===== src/rtl/piso_shift_tx_if.sv =====
// Load/serial bundle for the PISO transmitter: the source drives the word
// and handshake; the transmitter returns ready, serial data and framing strobes.
interface piso_shift_tx_if #(
    parameter int WIDTH = 8
);
    logic [WIDTH-1:0] PI;
    logic             LOAD_VALID;
    logic             LOAD_READY;
    logic             LEFT_RIGHT;
    logic             SO;
    logic             SO_VALID;
    logic             DONE;

    modport master (
        output PI, LOAD_VALID, LEFT_RIGHT,
        input  LOAD_READY, SO, SO_VALID, DONE
    );

    modport slave (
        input  PI, LOAD_VALID, LEFT_RIGHT,
        output LOAD_READY, SO, SO_VALID, DONE
    );
endinterface


===== src/rtl/piso_shift_tx.sv =====
// Parallel-in/serial-out transmitter: takes a word over valid/ready and shifts
// it out one bit per clock, LSB- or MSB-first as selected with the word.
module piso_shift_tx #(
    parameter int WIDTH = 8,
    parameter int CW    = $clog2(WIDTH)
) (
    input  logic           C,
    input  logic           RST,
    piso_shift_tx_if.slave bus
);
    localparam logic [0:0]    ST_IDLE  = 1'b0;
    localparam logic [0:0]    ST_SHIFT = 1'b1;
    localparam logic [CW-1:0] LAST     = CW'(WIDTH - 1);

    logic [0:0]       state_q, state_d;
    logic [WIDTH-1:0] sr_q, sr_d;
    logic [CW-1:0]    cnt_q, cnt_d;
    logic             dir_q, dir_d;

    logic last_bit;
    logic load_ready;
    logic accept;

    assign last_bit   = (state_q == ST_SHIFT) && (cnt_q == LAST);
    // A new word may be taken while the last bit of the current one is on SO.
    assign load_ready = ~RST & ((state_q == ST_IDLE) | last_bit);
    assign accept     = bus.LOAD_VALID & load_ready;

    assign bus.LOAD_READY = load_ready;
    assign bus.SO_VALID   = (state_q == ST_SHIFT);
    assign bus.DONE       = last_bit;
    assign bus.SO         = (state_q == ST_SHIFT) ? (dir_q ? sr_q[0] : sr_q[WIDTH-1]) : 1'b0;

    always_comb begin
        state_d = state_q;
        sr_d    = sr_q;
        cnt_d   = cnt_q;
        dir_d   = dir_q;
        if (accept) begin
            state_d = ST_SHIFT;
            sr_d    = bus.PI;
            cnt_d   = '0;
            dir_d   = bus.LEFT_RIGHT;
        end else if (state_q == ST_SHIFT) begin
            sr_d = dir_q ? (sr_q >> 1) : (sr_q << 1);
            if (last_bit) begin
                state_d = ST_IDLE;
                cnt_d   = '0;
            end else begin
                cnt_d = cnt_q + 1'b1;
            end
        end
    end

    always_ff @(posedge C) begin
        if (RST) begin
            state_q <= ST_IDLE;
            sr_q    <= '0;
            cnt_q   <= '0;
            dir_q   <= 1'b0;
        end else begin
            state_q <= state_d;
            sr_q    <= sr_d;
            cnt_q   <= cnt_d;
            dir_q   <= dir_d;
        end
    end
endmodule


===== src/flat_wrapper.sv =====
// flat-port wrapper written by rule: the top's interface ports become plain ports
module piso_shift_tx_flat 
#(
    parameter int WIDTH = 8,
    parameter int CW    = $clog2(WIDTH)
)
  (C, RST, bus_PI, bus_LOAD_VALID, bus_LEFT_RIGHT, bus_LOAD_READY, bus_SO, bus_SO_VALID, bus_DONE);
  piso_shift_tx_if #(.WIDTH(WIDTH)) bus_i ();
  input  logic C;
  input  logic RST;
  input wire logic [$bits(bus_i.PI)-1:0] bus_PI;
  input wire logic [$bits(bus_i.LOAD_VALID)-1:0] bus_LOAD_VALID;
  input wire logic [$bits(bus_i.LEFT_RIGHT)-1:0] bus_LEFT_RIGHT;
  output wire logic [$bits(bus_i.LOAD_READY)-1:0] bus_LOAD_READY;
  output wire logic [$bits(bus_i.SO)-1:0] bus_SO;
  output wire logic [$bits(bus_i.SO_VALID)-1:0] bus_SO_VALID;
  output wire logic [$bits(bus_i.DONE)-1:0] bus_DONE;
  assign bus_i.PI = bus_PI;
  assign bus_i.LOAD_VALID = bus_LOAD_VALID;
  assign bus_i.LEFT_RIGHT = bus_LEFT_RIGHT;
  assign bus_LOAD_READY = bus_i.LOAD_READY;
  assign bus_SO = bus_i.SO;
  assign bus_SO_VALID = bus_i.SO_VALID;
  assign bus_DONE = bus_i.DONE;
  piso_shift_tx #(.WIDTH(WIDTH), .CW(CW)) u_core (.C(C), .RST(RST), .bus(bus_i));
endmodule

===== config.mk =====
export PLATFORM = sky130hd
export DESIGN_NAME = piso_shift_tx_flat
export DESIGN_NICKNAME = d
export VERILOG_FILES = /design/src/rtl/piso_shift_tx_if.sv /design/src/rtl/piso_shift_tx.sv /design/src/flat_wrapper.sv
export SDC_FILE = /design/constraint.sdc
export NUM_CORES = 1
export LEC_CHECK = 0
export ABC_AREA = 1
export CAP_MARGIN = 20
export CORE_MARGIN = 2
export CORE_UTILIZATION = 42
export DETAILED_ROUTE_END_ITERATION = 8
export PLACE_DENSITY = 0.74
export SETUP_SLACK_MARGIN = 0.2
export SYNTH_ARGS = -nofsm -noshare
export SYNTH_HDL_FRONTEND = slang
export SYNTH_SLANG_ARGS = --single-unit

===== constraint.sdc =====
create_clock -name C -period 2 [get_ports C]
set_clock_uncertainty 0.15 [all_clocks]
set_input_delay 0.4 -clock C [delete_from_list [all_inputs] [get_ports C]]
set_output_delay 0.4 -clock C [all_outputs]
set_load 0.01 [all_outputs]

* Yosys cells after proc, flatten, opt, wreduce, memory -nomap -nowiden *
Cells that the tools add are included.

operators by class
  add/sub/neg operators = 1
  equality and inequality tests = 1
  mux-type cells = 9
  bitwise gates (word level) = 5
  reductions and logical operators = 3

operator list
  kind                                                           count
  8-bit 2-to-1 mux                                               3
  1-bit 2-to-1 mux                                               5
  3-bit by 1-bit adder with 3-bit output, second input constant  1
  3-bit equality test, second input constant                     1
  3-bit 2-to-1 mux                                               1
  1-bit AND                                                      2
  1-bit inverter                                                 2
  2-bit nonzero test                                             1
  2-bit OR reduction                                             1
  1-bit logical AND                                              1
  1-bit OR                                                       1

word-level totals
  bits in registers = 13
  output and inout bits = 4
  logic and storage cells = 23

* Depth between registers and ports, before layout *
Gate-level depths: netlist (run 1).

  depth after elaboration = 6
  depth in mapped cells = 9
  mapped depth without buffers = 9

* Worst setup path before layout (run 1) *
OpenSTA, ideal clock, no wires.

  path type = register to output
  from = register u_core.state_q, in the netlist u_core.bus.SO_VALID
  to = output port bus_SO
  data arrival time = 1.029 ns
  data required time = 1.450 ns
  path slack = 0.421 ns
  cell stages (with the launch flop) = 4
  path buffers = 1
  path through = dfxtp_1 -> buf_2 -> o21ai_0 -> a21oi_1

on the way
  cells in the longest elaborated chain, start to end = 1

RTL lines
  element                 line                 source
  from (decl)             piso_shift_tx.sv:15  logic [0:0] state_q, state_d;
  from (signal assigned)  piso_shift_tx.sv:62  state_q <= state_d;
  1-bit 2-to-1 mux        piso_shift_tx.sv:32  assign bus.SO = (state_q == ST_SHIFT) ? (dir_q ? sr_q[0] : sr_q[WIDTH-1]) : 1'b0;
  to (decl)               flat_wrapper.sv:15   output wire logic [$bits(bus_i.SO)-1:0] bus_SO;

Every way passes these cells.

* Worst setup path after layout (run 1) *
  from = register u_core.cnt_q[1]
  to = output port bus_LOAD_READY

on the way
  cells in the longest elaborated chain, start to end = 4

RTL lines
  element                 line                 source
  from (decl)             piso_shift_tx.sv:17  logic [CW-1:0] cnt_q, cnt_d;
  from (signal assigned)  piso_shift_tx.sv:64  cnt_q <= cnt_d;
  3-bit equality test     piso_shift_tx.sv:24  assign last_bit = (state_q == ST_SHIFT) && (cnt_q == LAST);
  1-bit logical AND       piso_shift_tx.sv:24
  1-bit OR                piso_shift_tx.sv:26  assign load_ready = ~RST & ((state_q == ST_IDLE) | last_bit);
  1-bit AND               piso_shift_tx.sv:26
  to (decl)               flat_wrapper.sv:14   output wire logic [$bits(bus_i.LOAD_READY)-1:0] bus_LOAD_READY;

Every way passes these cells.

==> run metrics, run 1 <==
Relative slew margins=82.0%; die area=2220 sq um; area delta synth->final=33.3%; metal1 wirelength=868 um; slowest cell delay on critical path=0.36 ns; Clk pin slew, worst setup/hold paths=0.08 ns; sequential element share of the synthesized area=33.3%; # IOs=16; Distinct cells, synth=16; count of final setup violators=0; number of vias per cell=4.94; Die Width=47.2 um; Hold WC Path Type=register to register; final worst path period share=88.8%; drt wl/cell=11.0 um; worst skew pair latency=0.29 ns; Mapped Cells=123; Slew @ Worst Pin=0.269 ns; Post-CTS Setup Bufs=0; crit path capture type=primary output; # rows=15; mapped cell area=782 sq um; most frequent cells in the layout=44 x nand2_1, 19 x inv_1, 12 x a21oi_1, 11 x clkdlybuf4s50_1; DRT iter0 DRCs=23; leakage dissipation=0.487 nW; syn_area_per_cell=6.36 sq um; crit-path max FO=2; Slew Limit Fails=0; DRC viols=0; H-tree depth=1; total track usage=19.4%; top layer in use=met4; CTS tree=done; Port Buffer Count=15; hold buffer count at CTS=0; Final #Nets=160; clk buf depth=2; Post-Layout Cell Count=170; Final Util=59.7%; area leader, netlist=dfxtp_1; total of max-cap violations=0; most common cell after layout, fill and taps aside=nand2_1; Initial Util=44.8%; RSZ-0062 raised after global routing=yes; CP Launch Type=register; syn_nets=137; largest net degree at the start of global routing=11; share of cells above drive strength 1=16.6%; Post-Place Cells=166; DR WL met2=842 um; core area=1750 sq um; status=finished clean; Antenna Nets Post-Route=0; CTS Buf Count=3; GPL Wtd Cong=0.817; Die Ht=47.2 um; initial antenna violation count=0; Root Driver=clkbuf_4; grt ovf=0; WS Path Type=register to primary output; first-pass GRT wire length=2.90 mm; wire length on met3=121 um; number of global-route vias before repair=691; fmax=0.563 GHz; number of synthesized register bits=13; Tot Pwr=0.601 mW; count of final hold-check violations=0; top-area cell type share of the netlist area=33.3%; 1st-pass router iterations=4; cell mode on critical path=ha_4; worst path arrival time=1.23 ns; power density cells=577 nW/um^2; final WL=1.86 mm; Detailed Place HPWL=1.31 mm; clock sinks=13; VDD IR-drop max=0.425 mV; final setup TNS=0 ns; Tmin final=1.78 ns; slowest cell on the critical path=dfxtp_2; leading post-synthesis cells by cell area=dfxtp_1 33%, nand2_1 21%, inv_1 9.6%; diode count=0; data required time of the worst path=1.45 ns; crit path cell chain=ha_4 -> ha_4 -> inv_2 -> a21oi_2 -> buf_2; yosys warns=0; vias post-DR=839
[per-layer routing]
layer	track usage, %	up-vias
met4	10.6	0
met1	23.6	378
met3	6.92	3
met5	0	-
li1	-	434
met2	29.9	24
[Yosys cell counts]
cell type	count
nand2_2	1
dfxtp_1	13
o21ai_0	2
a21oi_4	1
ha_1	2
buf_4	1
a21oi_1	13
or2_0	1
nand3_2	1
nor2_1	1
nand4_1	8
buf_2	4
nand2_1	44
buf_6	1
inv_1	20
nand3_1	10
[sequential cells by signal, indices dropped and copies added, names as in the netlist]
name,cells
u_core.cnt_q,3
u_core.dir_q,1
u_core.bus.SO_VALID,1
u_core.sr_q,8
[repair_timing]
action | 4_1_cts | 5_1_grt
gates resized for setup | 10 | 10
pin swaps | 0 | 2
setup endpoints to repair | 4 | 15
endpoints found under the hold margin | 0 | 0
[where the power goes]
group	internal [mW]	leakage (nW)	total, mW	switching (mW)
Combinational	0.0650	0.364	0.141	0.0761
Sequential	0.276	0.108	0.289	0.0132
Clock	0.0776	0.0150	0.171	0.0934
[metrics by stage]
| step | area, sq um | hold WS (ns) | setup WS, ns |
|---|---|---|---|
| 6_report | 1040 | 0.323 | 0.224 |
| 2_1_floorplan | 782 | 0.294 | 0.421 |
| 3_3_place_gp | 992 | 0.303 | -0.142 |
| 5_1_grt | 1040 | 0.341 | 0.173 |
| 4_1_cts | 1020 | 0.326 | 0.0694 |
| 3_5_place_dp | 992 | 0.314 | -0.145 |
[logic make-up (layout without fill, tap and decap cells)]
logic type	Yosys count	in the layout	synth area share [%]
AND/OR/NAND/NOR	66	66	37.3
buffers and inverters	26	48	14.6
AO/OA/AOI/OAI	16	16	11.7
flip-flops	13	13	33.3
adder cells (fa/ha/maj)	2	2	3.20
[critical path, delay by kind of cell (launching register included)]
kind	cells	cell delay (ns)
AOI/OAI and AO/OA	1	0.14
adders and majority gates	2	0.26
buffers and inverters	2	0.19
DFF	1	0.36
[worst paths after layout]
path,from,to,slack (ns),cells after the start
min,u_core.sr_q[2],u_core.sr_q[2],0.32,2
max reg2reg,u_core.cnt_q[1],u_core.sr_q[6],0.32,9
min reg2reg,u_core.sr_q[2],u_core.sr_q[2],0.32,2
max,u_core.cnt_q[1],bus_LOAD_READY,0.22,5
[cell type report]
class / instances / area, sq um
inverter: 20 / 75.1
multi-input combinational: 84 / 437
tap: 25 / 31.3
fill: 167 / 703
timing repair buffer: 24 / 206
sequential: 13 / 267
clock buffer: 4 / 26.3
Power figures use the tool's default switching activity.
==> run 2: changes to the inputs <==
TNS_END_PERCENT = 5   (was not set)
==> run metrics, run 2 (synthesized netlist as in run 1, its figures left out) <==
CP delay by family, top=flip-flops; CTS tree=done; slowest cell delay on critical path=0.34 ns (-0.02 ns); share of cells above drive strength 1=14.5% (-2.1 points); final worst path period share=92.2% (+3.4 points); slowest cell on the critical path=dfxtp_2; drt wl/cell=10.7 um (-2.2%); RSZ-0062 raised after global routing=yes; leakage dissipation=0.504 nW (+3.4%); Post-Place Cells=166 (unchanged); Fill cells=172 (+3.0%); Post-Place Setup Slack=-0.145 ns (unchanged); Port Buffer Count=15 (unchanged); Worst Slack Setup Final=0.156 ns (-0.0684 ns); Hold WC Path Type=register to register; Clk pin slew, worst setup/hold paths=0.08 ns (about the same); initial antenna violation count=0 (unchanged); Final #Nets=160 (unchanged); DRC viols=0 (unchanged); total of max-cap violations=0 (unchanged); count of final setup violators=0 (unchanged); 1st-pass router iterations=4 (unchanged); Detailed Place HPWL=1.31 mm (unchanged); Slew Limit Fails=0 (unchanged); CP Buf/Inv Count=2 (unchanged); clock sinks=13 (unchanged); largest net degree at the start of global routing=11 (unchanged); # rows=15 (unchanged); WS Path Type=register to primary output; Tmin final=1.84 ns (+0.0683 ns); clk buf depth=2 (unchanged); hold buffer count at CTS=0 (unchanged); data required time of the worst path=1.45 ns (about the same); vias post-DR=832 (-0.83%); die area=2220 sq um (unchanged); max FFs per register=8 (unchanged); Die Ht=47.2 um (unchanged); CTS Buf Count=3 (unchanged); most common cell after layout, fill and taps aside=nand2_1; VDD IR-drop max=0.423 mV (-0.41%); first-pass GRT wire length=2.86 mm (-1.2%); crit path capture type=primary output; Largest regs=u_core.sr_q: 8 flops, u_core.cnt_q: 3 flops; Relative slew margins=82.0% (about the same); area delta synth->final=30.6%; Post-Layout Cell Count=170 (unchanged); power density cells=588 nW/um^2 (+1.8%); GPL Wtd Cong=0.817 (unchanged); status=finished clean; final WL=1.82 mm (-2.2%); worst skew pair latency=0.29 ns (about the same); core area=1750 sq um (unchanged); Tot Pwr=0.600 mW (-0.25%); Slew @ Worst Pin=0.269 ns (-0.000567 ns); H-tree depth=1 (unchanged); DRT iter0 DRCs=24 (+4.3%); Root Driver=clkbuf_4; worst path arrival time=1.29 ns (+0.06 ns); grt ovf=0 (unchanged); crit path cell chain=ha_1 -> ha_2 -> inv_1 -> a21oi_2 -> buf_2; crit-path max FO=3 (+1); count of final hold-check violations=0 (unchanged); Die Width=47.2 um (unchanged); Antenna Nets Post-Route=0 (unchanged); Largest Register=u_core.sr_q; fmax=0.542 GHz (-3.7%); number of vias per cell=4.89 (-0.83%); number of global-route vias before repair=685 (-0.87%); CP Launch Type=register; Initial Util=44.8% (unchanged); most frequent cells in the layout=44 x nand2_1, 20 x inv_1, 12 x a21oi_1, 11 x clkdlybuf4s50_1, 11 x dfxtp_1; total track usage=19.2% (-0.16 points); diode count=0 (unchanged); # IOs=16 (unchanged)
-- run 2: cell types whose count changed in the layout (fill, tap and decap cells not counted) --
cell / before / now
ha_4: 2 / 0
inv_1: 19 / 20
dlymetal6s2s_1: 0 / 1
clkdlybuf4s15_1: 1 / 0
ha_2: 0 / 1
inv_2: 1 / 0
dfxtp_2: 2 / 1
dfxtp_1: 10 / 11
ha_1: 0 / 1
-- run 2: final cells by class --
| cell class | instances | area [sq um] | share of cell area, % |
|---|---|---|---|
| sequential | 13 | 265 | 26.0 |
| timing repair buffer | 24 | 209 | 20.5 |
| multi-input combinational | 84 | 414 | 40.6 |
| clock buffer | 4 | 26.3 | 2.57 |
| tap | 25 | 31.3 | 3.06 |
| inverter | 20 | 75.1 | 7.35 |
-- run 2: stage by stage --
| step | cell area, sq um | setup TNS [ns] | util, % | hold WS [ns] |
|---|---|---|---|---|
| after floorplan | 782 | 0 | - | 0.294 |
| after global placement | 992 | -0.142 | 56.8 | 0.303 |
| after detailed placement | 992 | -0.145 | 56.8 | 0.314 |
| after CTS | 1020 | 0 | 58.6 | 0.326 |
| after global routing | 1020 | 0 | 58.5 | 0.341 |
| final | 1020 | 0 | 58.5 | 0.322 |
-- run 2: final timing paths --
kind | from | end | cells after the start | slack [ns]
worst max register to register | u_core.cnt_q[0] | u_core.dir_q | 8 | 0.25
worst max-delay path | u_core.cnt_q[0] | bus_LOAD_READY | 5 | 0.16
worst min register to register | u_core.sr_q[2] | u_core.sr_q[2] | 2 | 0.32
worst min-delay path | u_core.sr_q[2] | u_core.sr_q[2] | 2 | 0.32
-- run 2: repair_timing --
| item | CTS | global route |
|---|---|---|
| gates resized for setup | 7 | 7 |
| setup endpoints to repair | 4 | 16 |
| gates cloned | 0 | 0 |
| setup buffers | 0 | 0 |
-- run 2: where the power goes --
part | switching [mW] | internal (mW)
sequential | 0.0126 | 0.276
combinational | 0.0756 | 0.0650
clock | 0.0930 | 0.0777
-- run 2: tightest hold or removal path, cell delays in order (launching register included) --
cell and delay, ns:
dfxtp_1 0.32, nand2_1 0.06, a21oi_1 0.05
-- run 2: metal layers --
metal	global-route usage, %	wire length [um]	up-vias	part of all wire, %
met1	23.4	874	380	48
met4	10.6	28	0	1.5
met2	29.6	833	16	46
met5	0	0	-	0
met3	6.92	85	3	4.7
li1	-	-	433	-
==> run 3: changes to the inputs <==
GPL_TIMING_DRIVEN = 1   (was not set)
RECOVER_POWER = 100   (was not set)
==> run metrics, run 3 (synthesized netlist as in run 1, its figures left out) <==
status=finished clean; Antenna Nets Post-Route=0 (unchanged); Final #Nets=160 (unchanged); DRT iter0 DRCs=25 (+4.2%); crit path cell chain=ha_1 -> ha_1 -> inv_1 -> a21oi_2 -> buf_2; core area=1750 sq um (unchanged); R2R cell count=8 (unchanged); die area=2220 sq um (unchanged); GPL Wtd Cong=0.817 (unchanged); total of max-cap violations=0 (unchanged); final WL=1.83 mm (+0.22%); cell area after layout=1010 sq um (-0.74%); most frequent cells in the layout=44 x nand2_1, 20 x inv_1, 13 x dfxtp_1, 12 x a21oi_1, 11 x clkdlybuf4s50_1; Root Driver=clkbuf_4; total track usage=19.2% (unchanged); VDD IR-drop max=0.423 mV (about the same); CP Buf/Inv Count=2 (unchanged); Die Width=47.2 um (unchanged); most common cell after layout, fill and taps aside=nand2_1; RR Startpoint=u_core.cnt_q[0]; Placed Area=992 sq um (unchanged); max FFs per register=8 (unchanged); vias post-DR=832 (unchanged); RR Endpoint=u_core.dir_q; drt wl/cell=10.7 um (+0.22%); Relative slew margins=82.0% (about the same); count of final hold-check violations=0 (unchanged); # IOs=16 (unchanged); largest net degree at the start of global routing=11 (unchanged); crit-path max FO=3 (unchanged); # rows=15 (unchanged); diode count=0 (unchanged); clk buf depth=2 (unchanged); count of final setup violators=0 (unchanged); number of global-route vias before repair=685 (unchanged); RSZ-0062 raised after global routing=yes; worst path arrival time=1.31 ns (+0.02 ns); number of vias per cell=4.89 (unchanged); Largest regs=u_core.sr_q: 8 flops, u_core.cnt_q: 3 flops; first-pass GRT wire length=2.86 mm (unchanged); H-tree depth=1 (unchanged); Hold Crit Endpoint=u_core.sr_q[2]; Initial Util=44.8% (unchanged); Slew Limit Fails=0 (unchanged); slowest cell delay on critical path=0.35 ns (about the same); Clk pin slew, worst setup/hold paths=0.08 ns (about the same); DRC viols=0 (unchanged); hold buffer count at CTS=0 (unchanged); Fill cells=174 (+1.2%); Largest Register=u_core.sr_q; reg-to-reg setup timing slack=0.22 ns (-0.03 ns); clock sinks=13 (unchanged); share of cells above drive strength 1=12.4% (-2.1 points); final setup TNS=0 ns (unchanged); CP Launch Type=register; Die Ht=47.2 um (unchanged); CP delay by family, top=flip-flops; hold depth=2 (unchanged); Multi-input gate area=412 sq um (-0.60%); CTS tree=done; WS Path Type=register to primary output; Detailed Place HPWL=1.31 mm (unchanged); Slew @ Worst Pin=0.269 ns (-0.000000715 ns); area delta synth->final=29.6%; startpoint of the worst hold path=u_core.sr_q[2]; CTS Buf Count=3 (unchanged); leakage dissipation=0.506 nW (+0.41%); FF+latch area=260 sq um (-1.9%); worst skew pair latency=0.29 ns (about the same); data required time of the worst path=1.45 ns (about the same); Hold WC Path Type=register to register; cell mode on critical path=ha_1; Tmin final=1.86 ns (+0.0200 ns); initial antenna violation count=0 (unchanged); final worst path period share=93.2% (+1.0 points); grt ovf=0 (unchanged); fmax=0.536 GHz (-1.1%); power density cells=592 nW/um^2 (+0.69%); Port Buffer Count=15 (unchanged); crit path capture type=primary output; 1st-pass router iterations=4 (unchanged); slowest cell on the critical path=dfxtp_1
-- run 3: cell count changes in the layout (fill, tap and decap cells not counted) --
cell	delta
ha_1	+1
dfxtp_2	-1
dfxtp_1	+2
dfxtp_4	-1
ha_2	-1
-- run 3: timing repair --
item                       in CTS  in global routing
setup buffers                   0                  0
resized for setup               7                  7
setup endpoints to repair       4                 16
-- run 3: power by group --
part | switching [mW] | internal, mW | leakage, nW
registers | 0.0126 | 0.276 | 0.107
clock network | 0.0929 | 0.0777 | 0.0150
logic | 0.0755 | 0.0649 | 0.385
total | 0.181 | 0.419 | 0.506
-- run 3: worst max-delay path by stage --
stage / from / end / slack (ns) / depth (start not counted)
after floorplan: u_core.bus.SO_VALID / bus_SO / 0.42 / 3
after global placement: RST / bus_LOAD_READY / -0.14 / 3
after detailed placement: RST / bus_LOAD_READY / -0.15 / 3
after CTS: u_core.cnt_q[0] / bus_LOAD_READY / 0.05 / 5
after global routing: u_core.cnt_q[0] / bus_LOAD_READY / 0.05 / 5
final: u_core.cnt_q[0] / bus_LOAD_READY / 0.14 / 5
-- run 3: per-layer routing --
metal	part of all wire (%)	global-route usage [%]	wire length (um)	vias up
met5	0	0	0	-
met3	4.7	6.92	85	3
met1	48	23.4	868	380
li1	-	-	-	433
met2	46	29.6	842	16
met4	1.5	10.6	28	0
-- run 3: area by class of cell --
| class | instances | area share, % |
|---|---|---|
| Clock buffer | 4 | 2.59 |
| Inverter | 20 | 7.41 |
| Multi-Input combinational cell | 84 | 40.6 |
| Sequential cell | 13 | 25.7 |
| Tap cell | 25 | 3.09 |
| Timing Repair Buffer | 24 | 20.6 |
-- run 3: per-stage QoR --
step / total power [mW] / std cells / util [%] / hold WS [ns] / worst slack, ns
2_1_floorplan: 0.379 / 123 / - / 0.294 / 0.421
3_3_place_gp: 0.434 / 166 / 56.8 / 0.303 / -0.142
3_5_place_dp: 0.436 / 166 / 56.8 / 0.314 / -0.145
4_1_cts: 0.610 / 170 / 58.6 / 0.326 / 0.0456
5_1_grt: 0.630 / 170 / 58.1 / 0.341 / 0.0455
6_report: 0.600 / 170 / 58.1 / 0.322 / 0.136
-- run 3: worst register-to-register path, cell delays in order (launching register included) --
cell and delay, ns:
dfxtp_1 0.35, ha_1 0.16, ha_1 0.17, inv_1 0.07, buf_4 0.14, nand2_2 0.14, nand3_2 0.21, nand2_1 0.19
o21ai_0 0.08
